File: config.mk
export PLATFORM = sky130hd
export DESIGN_NAME = restoring_div
export DESIGN_NICKNAME = d
export VERILOG_FILES = /design/src/rtl/restoring_div.sv
export SDC_FILE = /design/constraint.sdc
export NUM_CORES = 1
export LEC_CHECK = 0
export ABC_CLOCK_PERIOD_IN_PS = 8870
export BUFFER_PORTS_ARGS = -buffer_cell sky130_fd_sc_hd__buf_2
export CAP_MARGIN = 20
export CORE_MARGIN = 1.5
export CORE_UTILIZATION = 45
export CTS_CLUSTER_SIZE = 25
export DETAILED_ROUTE_END_ITERATION = 6
export MAX_ROUTING_LAYER = met4
export PLACE_DENSITY = 0.66
export SETUP_SLACK_MARGIN = 0.05
export SLEW_MARGIN = 15
export SYNTH_ARGS = -nofsm -noshare
export SYNTH_HDL_FRONTEND = slang
export SYNTH_SLANG_ARGS = --single-unit
File: constraint.sdc
create_clock -name clk -period 8.87 [get_ports clk]
set_clock_uncertainty 0.05 [all_clocks]
set_input_delay 2.2175 -clock clk [delete_from_list [all_inputs] [get_ports clk]]
set_output_delay 2.2175 -clock clk [all_outputs]
set_load 0.02 [all_outputs]
File: src/rtl/restoring_div.sv
// Sequential restoring divider: 2N-bit dividend / N-bit divisor, one conditional subtract per cycle.
// Optional macro RESTORING_DIV_OVERFLOW_CHECK_EN short-circuits divisions whose quotient cannot fit in N bits.
module restoring_div #(
    parameter int DATA_WIDTH = 32
) (
    input  logic                      clk,
    input  logic                      rst,
    input  logic                      enable,
    input  logic                      start,
    input  logic [2*DATA_WIDTH-1:0]   in_div_a,
    input  logic [DATA_WIDTH-1:0]     in_div_b,
    output logic                      busy,
    output logic [DATA_WIDTH-1:0]     out_div_quotient,
    output logic [DATA_WIDTH-1:0]     out_div_remainder,
    output logic                      out_div_valid,
    output logic                      out_div_overflow
);

    localparam int N     = DATA_WIDTH;
    localparam int CNT_W = (N > 1) ? $clog2(N) : 1;
    localparam logic [CNT_W-1:0] LAST_STEP = CNT_W'(N - 1);

    typedef enum logic [1:0] {IDLE, RUN, DONE} state_t;

    state_t           r_state;
    logic [N-1:0]     r_rem;
    logic [N-1:0]     r_dvd;
    logic [N-1:0]     r_divisor;
    logic [N-1:0]     r_quo;
    logic [CNT_W-1:0] r_cnt;
    logic             r_ovf_pend;

    logic [N:0]       w_t;
    logic             w_bit;
    logic [N-1:0]     w_rem_nxt;
    logic [N-1:0]     w_quo_nxt;
    logic             w_ovf;

    // Only R[N-1:0] survives a step, so the subtraction is done modulo 2^N.
    function automatic logic [N:0] cond_sub(input logic [N:0] t, input logic [N-1:0] d);
        if (t >= {1'b0, d})
            return {1'b1, t[N-1:0] - d};
        else
            return {1'b0, t[N-1:0]};
    endfunction

    always_comb begin
        w_t                  = {r_rem, r_dvd[N-1]};
        {w_bit, w_rem_nxt}   = cond_sub(w_t, r_divisor);
        w_quo_nxt            = {r_quo[N-2:0], w_bit};
`ifdef RESTORING_DIV_OVERFLOW_CHECK_EN
        w_ovf                = (in_div_a[2*N-1:N] >= in_div_b);
`else
        w_ovf                = 1'b0;
`endif
    end

    always_ff @(posedge clk or posedge rst) begin
        if (rst) begin
            r_state           <= IDLE;
            r_rem             <= '0;
            r_dvd             <= '0;
            r_divisor         <= '0;
            r_quo             <= '0;
            r_cnt             <= '0;
            r_ovf_pend        <= 1'b0;
            busy              <= 1'b0;
            out_div_quotient  <= '0;
            out_div_remainder <= '0;
            out_div_valid     <= 1'b0;
            out_div_overflow  <= 1'b0;
        end else if (!enable) begin
            r_state           <= IDLE;
            r_rem             <= '0;
            r_dvd             <= '0;
            r_divisor         <= '0;
            r_quo             <= '0;
            r_cnt             <= '0;
            r_ovf_pend        <= 1'b0;
            busy              <= 1'b0;
            out_div_quotient  <= '0;
            out_div_remainder <= '0;
            out_div_valid     <= 1'b0;
            out_div_overflow  <= 1'b0;
        end else begin
            case (r_state)
                IDLE: begin
                    out_div_valid <= 1'b0;
                    if (start) begin
                        r_divisor <= in_div_b;
                        r_rem     <= in_div_a[2*N-1:N];
                        r_dvd     <= in_div_a[N-1:0];
                        r_quo     <= '0;
                        r_cnt     <= '0;
                        if (w_ovf) begin
                            r_ovf_pend <= 1'b1;
                            r_state    <= DONE;
                        end else begin
                            r_ovf_pend <= 1'b0;
                            busy       <= 1'b1;
                            r_state    <= RUN;
                        end
                    end
                end
                RUN: begin
                    r_rem <= w_rem_nxt;
                    r_quo <= w_quo_nxt;
                    r_dvd <= {r_dvd[N-2:0], 1'b0};
                    r_cnt <= r_cnt + CNT_W'(1);
                    if (r_cnt == LAST_STEP) begin
                        busy              <= 1'b0;
                        out_div_quotient  <= w_quo_nxt;
                        out_div_remainder <= w_rem_nxt;
                        out_div_overflow  <= 1'b0;
                        out_div_valid     <= 1'b1;
                        r_state           <= DONE;
                    end
                end
                DONE: begin
                    r_state <= IDLE;
                    // An overflow short-cut publishes its result on leaving DONE.
                    if (r_ovf_pend) begin
                        out_div_quotient  <= '0;
                        out_div_remainder <= '0;
                        out_div_overflow  <= 1'b1;
                        out_div_valid     <= 1'b1;
                        r_ovf_pend        <= 1'b0;
                    end else begin
                        out_div_valid <= 1'b0;
                    end
                end
                default: r_state <= IDLE;
            endcase
        end
    end

endmodule
==> results of run 1 <==
==> final timing paths <==
check	slack [ps]	end
setup / recovery	4330	out_div_remainder[28]
hold / removal	430	out_div_overflow
setup reg to reg	4810	out_div_remainder[3]
hold reg to reg	430	out_div_overflow
max in group asynchronous	5760	r_quo[0]
min in group asynchronous	1840	r_divisor[28]
==> layout by cell type (no fill, tap or decap), types with 3 or more instances in the layout <==
| cell | instances |
|---|---|
| a31oi_1 | 10 |
| dfrtp_1 | 201 |
| mux2i_1 | 28 |
| o21ai_0 | 38 |
| a22o_1 | 63 |
| clkbuf_8 | 3 |
| clkbuf_1 | 6 |
| o221ai_1 | 4 |
| nor3_1 | 4 |
| o21ai_1 | 46 |
| o211ai_1 | 3 |
| buf_4 | 11 |
| a21boi_0 | 32 |
| o21bai_1 | 5 |
| clkbuf_16 | 23 |
| nand3_1 | 20 |
| nor2_1 | 87 |
| nor2b_1 | 4 |
| a211oi_1 | 5 |
| nand2_1 | 132 |
| a21o_1 | 14 |
| a32oi_1 | 4 |
| and3_1 | 29 |
| a21oi_1 | 61 |
| buf_2 | 166 |
| inv_1 | 43 |
| and2_1 | 6 |
| a221oi_1 | 31 |
| ha_1 | 34 |
| xor2_1 | 12 |
| xnor2_1 | 18 |
| nand4_1 | 3 |
==> state kept, by name, summed over array words and instances, names as in the netlist <==
name / flops
r_dvd: 32
r_cnt: 5
busy: 1
r_quo: 31
out_div_valid: 1
out_div_remainder: 32
r_state: 2
r_rem: 32
r_divisor: 32
out_div_overflow: 1
out_div_quotient: 32
==> stage by stage <==
stage                     instance area, um^2  hold slack, ps  total power, mW  std cells  setup WS, ps
final                                   11900           430.4            2.989       1473          4330
after global routing                    11900           452.7            3.176       1473          4133
after CTS                               11850           433.7            3.008       1471          4267
after detailed placement                11160           417.0            2.116       1435          3821
after global placement                  11160           412.8            2.104       1435          3898
after floorplan                         10160           389.8            1.883       1050          1120
==> kinds of logic after synthesis <==
logic type      after synthesis  share of synthesized area (%)
fa+ha+maj                    35                          4.385
buf+inv                     117                          4.680
compound gates              341                          23.23
xor+xnor                     30                          2.587
mux                          29                          2.907
flops                       201                          49.51
simple gates                297                          12.70
==> worst max-delay path, stage by stage <==
cell,delay [ps]
buf_2,580
and3_2,330
buf_4,600
a21o_2,240
buf_4,600
a32oi_1,150
o21ai_0,130
==> cell type report <==
| type | instances | area (um^2) |
|---|---|---|
| well taps | 280 | 350.3 |
| clock inverters | 4 | 47.55 |
| repair buffers | 179 | 968.4 |
| multi-input cells | 732 | 4691 |
| flip-flops and latches | 201 | 5030 |
| fillers | 1993 | 10060 |
| clock buffers | 32 | 639.4 |
| inverters | 45 | 176.4 |
==> per-layer routing <==
| metal | vias up | share of wire [%] | GRT usage [%] |
|---|---|---|---|
| li1 | 4004 | - | - |
| met1 | 3952 | 48 | 32.25 |
| met2 | 216 | 45 | 34.85 |
| met3 | 44 | 4.3 | 2.920 |
| met4 | 0 | 2.5 | 6.116 |
| met5 | - | 0 | - |
==> power groups by stage <==
stage	sequential (mW)	clock [mW]	combinational [mW]
after floorplan	1.04	0	0.843
after CTS	1.04	0.902	1.06
after detailed placement	1.06	0	1.06
after global placement	1.06	0	1.05
final	1.04	0.880	1.07
after global routing	1.05	0.935	1.19
==> flow_metrics.env, run 1 <==
export IMPL_cts_resized_gates=0
export IMPL_path_clk_slew_ps=60
export IMPL_root_buffer="clkbuf_16"
export IMPL_maxSlewViolCount=0
export IMPL_rsz0062_at_grt="no"
export IMPL_setup_viol=0
export IMPL_r2r_cells=10
export IMPL_fin_crit_ps=4540
export IMPL_cell_internal_pwr_mw=1.934
export IMPL_place_hpwl_um=17310
export IMPL_drive_above_1_share_pct=19.03
export IMPL_rows=54
export IMPL_yosys_most_used_dff="dfrtp_1"
export IMPL_p_switching_mw=1.054
export IMPL_fmax_ghz=0.2203
export IMPL_post_drt_wl_per_cell_um=17.67
export IMPL_groute_usage_overall_pct=22.87
export IMPL_cp_required_ps=9230
export IMPL_synth_enable_flop_cells=0
export IMPL_final_nets=1316
export IMPL_synth_seq_cells=201
export IMPL_drv_cap=0
export IMPL_drt_iter0_markers=582
export IMPL_gp_congestion=0.8564
export IMPL_diodes=0
export IMPL_p_comb_share_pct=35.7
export IMPL_seq_area_frac_synth_pct=49.51
export IMPL_cts_tree="done"
export IMPL_final_util_pct=54.21
export IMPL_power_frac_seq_pct=34.9
export IMPL_ctsHoldBuffers=0
export IMPL_critPathMaxFanout=71
export IMPL_ir_drop_mv=0.1292
export IMPL_vias=8216
export IMPL_clock_latency_ps=500
export IMPL_hold_viol_final=0
export IMPL_p_leak_nw=5.944
export IMPL_clock_path_buffers=3
export IMPL_ys_types=63
export IMPL_status="finished with violations"
export IMPL_synth_area_leaders="dfrtp_1, a22o_1, nand2_1, ha_1, nor2_1"
export IMPL_grt_pass1_wl_um=42640
export IMPL_endpoint_kind="register"
export IMPL_portBuffers=166
export IMPL_dieArea_um2=23480
export IMPL_fin_crit_sh_pct=51.19
export IMPL_hp_class="reg -> reg"
export IMPL_synth_commonest_cells="dfrtp_1, nand2_1, nor2_1"
export IMPL_syn_inst=1050
export IMPL_whs_path_depth=1
export IMPL_grt_pass1_vias=8133
export IMPL_maxSlewHeadroom_pct=39.01
export IMPL_power_density_nw_per_um2=251.1
export IMPL_dieHeight_um=153.2
export IMPL_numCtsBuffers=22
export IMPL_clkSinkCount=201
export IMPL_yosys_area_top_type="dfrtp_1"
export IMPL_startpoint="enable"
export IMPL_syn_area_um2=10160
export IMPL_drc_errors=10
export IMPL_tightest_slew_ps=910.8
export IMPL_syn_num_nets=1185
export IMPL_async_flop_share_pct=100.0
export IMPL_violations="design-rule violations"
export IMPL_grt_overflow=0
export IMPL_grt_max_degree=122
export IMPL_viasPerCell=5.578
export IMPL_clkPwrFrac_pct=29.5
export IMPL_drt_pass1_iter_count=7
export IMPL_path_class="in -> reg"
export IMPL_postSynthAreaPerCell_um2=9.675
export IMPL_wirelength_um=26030
export IMPL_design_core_area_um2=21960
export IMPL_postCtsSetupBuffers=0
export IMPL_synth_most_common_cell="dfrtp_1"
export IMPL_area_delta_synth_final_pct=17.17
export IMPL_yosysTopAreaCellShare_pct=49.51
export IMPL_yosysWarnings=0
export IMPL_ant_nets=0
export IMPL_cp_start_kind="primary input"
export IMPL_ios=167
export IMPL_ctsHtreeMaxLevel=1
export IMPL_swShare_pct=35.28
export IMPL_initial_core_util_pct=46.26
export IMPL_die_width_um=153.2
export IMPL_min_from="out_div_overflow"
export IMPL_antenna_found_initial=0
export IMPL_fin_setup_tns_ps=0
export IMPL_worst_ep_arrival_time_ps=4900
export IMPL_worstReg2RegStart="r_rem[2]"
Note: power is estimated with default switching activity, not from simulation.
==> run 2: changes to the inputs <==
Settings changed: ABC_CLOCK_PERIOD_IN_PS 8870 to 4100, PLACE_DENSITY 0.66 to 0.69.
Clock period 8.87 ns to 4.1 ns, I/O delays scaled along.
==> run 2 against run 1 <==
Compared with the run above:
- the run still ends with design-rule violations left
- core utilization grew 0.49 points
- sequential power grew 120%
- cell count grew 0.61%
- sequential cell count is the same
- sequential share of layout area shrank 0.38 points
- first-iteration DRC count grew 11%
- wire length grew 2.5%
- setup slack lost 3600 ps
- critical path type is now reg -> reg
- largest cell class unchanged
==> flow_metrics.env, run 2 (synthesis results as in run 1) <==
export IMPL_status="finished with violations"
export IMPL_violations="design-rule violations"
export IMPL_fillers=1981
export IMPL_design_core_area_um2=21960
export IMPL_ctsHoldBuffers=0
export IMPL_wirelength_um=26690
export IMPL_clock_path_buffers=3
export IMPL_cts_resized_gates=0
export IMPL_cts_tree="done"
export IMPL_post_drt_wl_per_cell_um=18.01
export IMPL_clock_latency_ps=510
export IMPL_vias=8373
export IMPL_r2r_end="out_div_remainder[10]"
export IMPL_dp_slack_ps=750.2
export IMPL_antenna_found_initial=0
export IMPL_drive_above_1_share_pct=19.73
export IMPL_initial_core_util_pct=46.26
export IMPL_grt_max_degree=81
export IMPL_layout_commonest_cell="dfrtp_1"
export IMPL_numCtsBuffers=23
export IMPL_multi_input_area_um2=4691
export IMPL_ir_drop_mv=0.3205
export IMPL_grt_overflow=0
export IMPL_grt_pass1_vias=8256
export IMPL_drt_pass1_iter_count=7
export IMPL_worstReg2RegStart="r_rem[2]"
export IMPL_path_clk_slew_ps=60
export IMPL_rows=54
export IMPL_fin_crit_ps=3413
export IMPL_critPathCapture="out_div_remainder[10]"
export IMPL_fin_crit_sh_pct=83.25
export IMPL_maxSlewHeadroom_pct=33.22
export IMPL_viasPerCell=5.650
export IMPL_cpPeakStageDelay_ps=510
export IMPL_p_leak_nw=6.000
export IMPL_ctsHtreeMaxLevel=1
export IMPL_drv_cap=0
export IMPL_drc_errors=24
export IMPL_place_hpwl_um=17860
export IMPL_dieHeight_um=153.2
export IMPL_ant_nets=0
export IMPL_regArea_um2=5030
export IMPL_r2r_slack_ps=690
export IMPL_rsz0062_at_grt="no"
export IMPL_critPathSlowestCell="a211oi_2"
export IMPL_cp_start_kind="register"
export IMPL_gp_congestion=0.9141
export IMPL_startpoint="r_rem[2]"
export IMPL_worstPathCellList="ha_1 -> nand3_1 -> o21ai_2 -> a21boi_1 -> a211oi_2 -> a21boi_2 -> o41ai_4 -> buf_4 -> mux2i_1 -> o21ai_1"
export IMPL_ios=167
export IMPL_groute_usage_overall_pct=23.70
export IMPL_endpoint_kind="register"
export IMPL_maxSlewViolCount=0
export IMPL_root_buffer="clkbuf_16"
export IMPL_setup_viol=0
export IMPL_final_nets=1321
export IMPL_tightest_slew_ps=997.9
export IMPL_drt_iter0_markers=648
export IMPL_worst_ep_arrival_time_ps=3740
export IMPL_fin_setup_tns_ps=0
export IMPL_path_class="reg -> reg"
export IMPL_r2r_cells=10
export IMPL_finalWorstSetupSlack_ps=686.9
export IMPL_cp_required_ps=4420
export IMPL_grt_pass1_wl_um=43930
export IMPL_layout_common_cells="dfrtp_1, buf_2, nand2_1"
export IMPL_fmax_ghz=0.2930
export IMPL_power_density_nw_per_um2=552.4
export IMPL_postCtsSetupBuffers=0
export IMPL_hp_class="reg -> reg"
export IMPL_dieArea_um2=23480
export IMPL_area_delta_synth_final_pct=18.23
export IMPL_die_width_um=153.2
export IMPL_hold_viol_final=0
export IMPL_portBuffers=166
export IMPL_critPathMaxFanout=21
export IMPL_clkSinkCount=201
==> run 2: critical path, delay by kind of cell (launching register included) <==
family                   cells  cell delay, ps
AO/OA/AOI/OAI                6            1560
adder cells (fa/ha/maj)      1             380
buffers and inverters        1             420
flip-flops                   1             410
multiplexers                 1             330
AND/OR/NAND/NOR              1             130
==> run 2: cell type report <==
cell class                 instances  area share, %
clock inverter                     8         0.8022
multi-input combinational        732          39.06
tap                              280          2.917
antenna                            1        0.02084
clock buffer                      32          5.490
sequential                       201          41.88
inverter                          45          1.438
timing repair buffer             183          8.397
==> run 2: power by group <==
group | leakage, nW | internal (mW) | total (mW) | switching, mW
sequential | 2.71 | 2.13 | 2.26 | 0.129
combinational | 2.91 | 0.933 | 2.33 | 1.40
clock | 0.373 | 1.24 | 2.04 | 0.795
==> run 2: metal layers <==
layer  GRT usage [%]  share of wire, %
met2           36.41                45
met4           5.135               1.5
met1           33.87                48
met5               -                 0
met3           2.665               4.9
==> run 2: how the worst min path moves through the flow <==
stage                          start                     to  slack [ps]  depth (start not counted)
2_1_floorplan               r_dvd[0]               r_dvd[0]         390                          2
3_3_place_gp     out_div_quotient[0]    out_div_quotient[0]         410                          2
3_5_place_dp   out_div_remainder[29]  out_div_remainder[29]         420                          2
4_1_cts        out_div_remainder[29]  out_div_remainder[29]         430                          2
5_1_grt                     r_dvd[0]               r_dvd[0]         450                          2
6_report       out_div_remainder[25]  out_div_remainder[25]         420                          2
==> run 2: through the flow <==
step	area [um^2]	util [%]	power, mW	std cells	hold slack, ps
2_1_floorplan	10160	-	4.074	1050	389.8
3_3_place_gp	11250	51.24	4.559	1441	411.1
3_5_place_dp	11250	51.24	4.594	1441	415.5
4_1_cts	12010	54.68	6.650	1481	427.8
5_1_grt	12010	54.68	7.033	1481	450.9
6_report	12010	54.70	6.634	1482	421.5
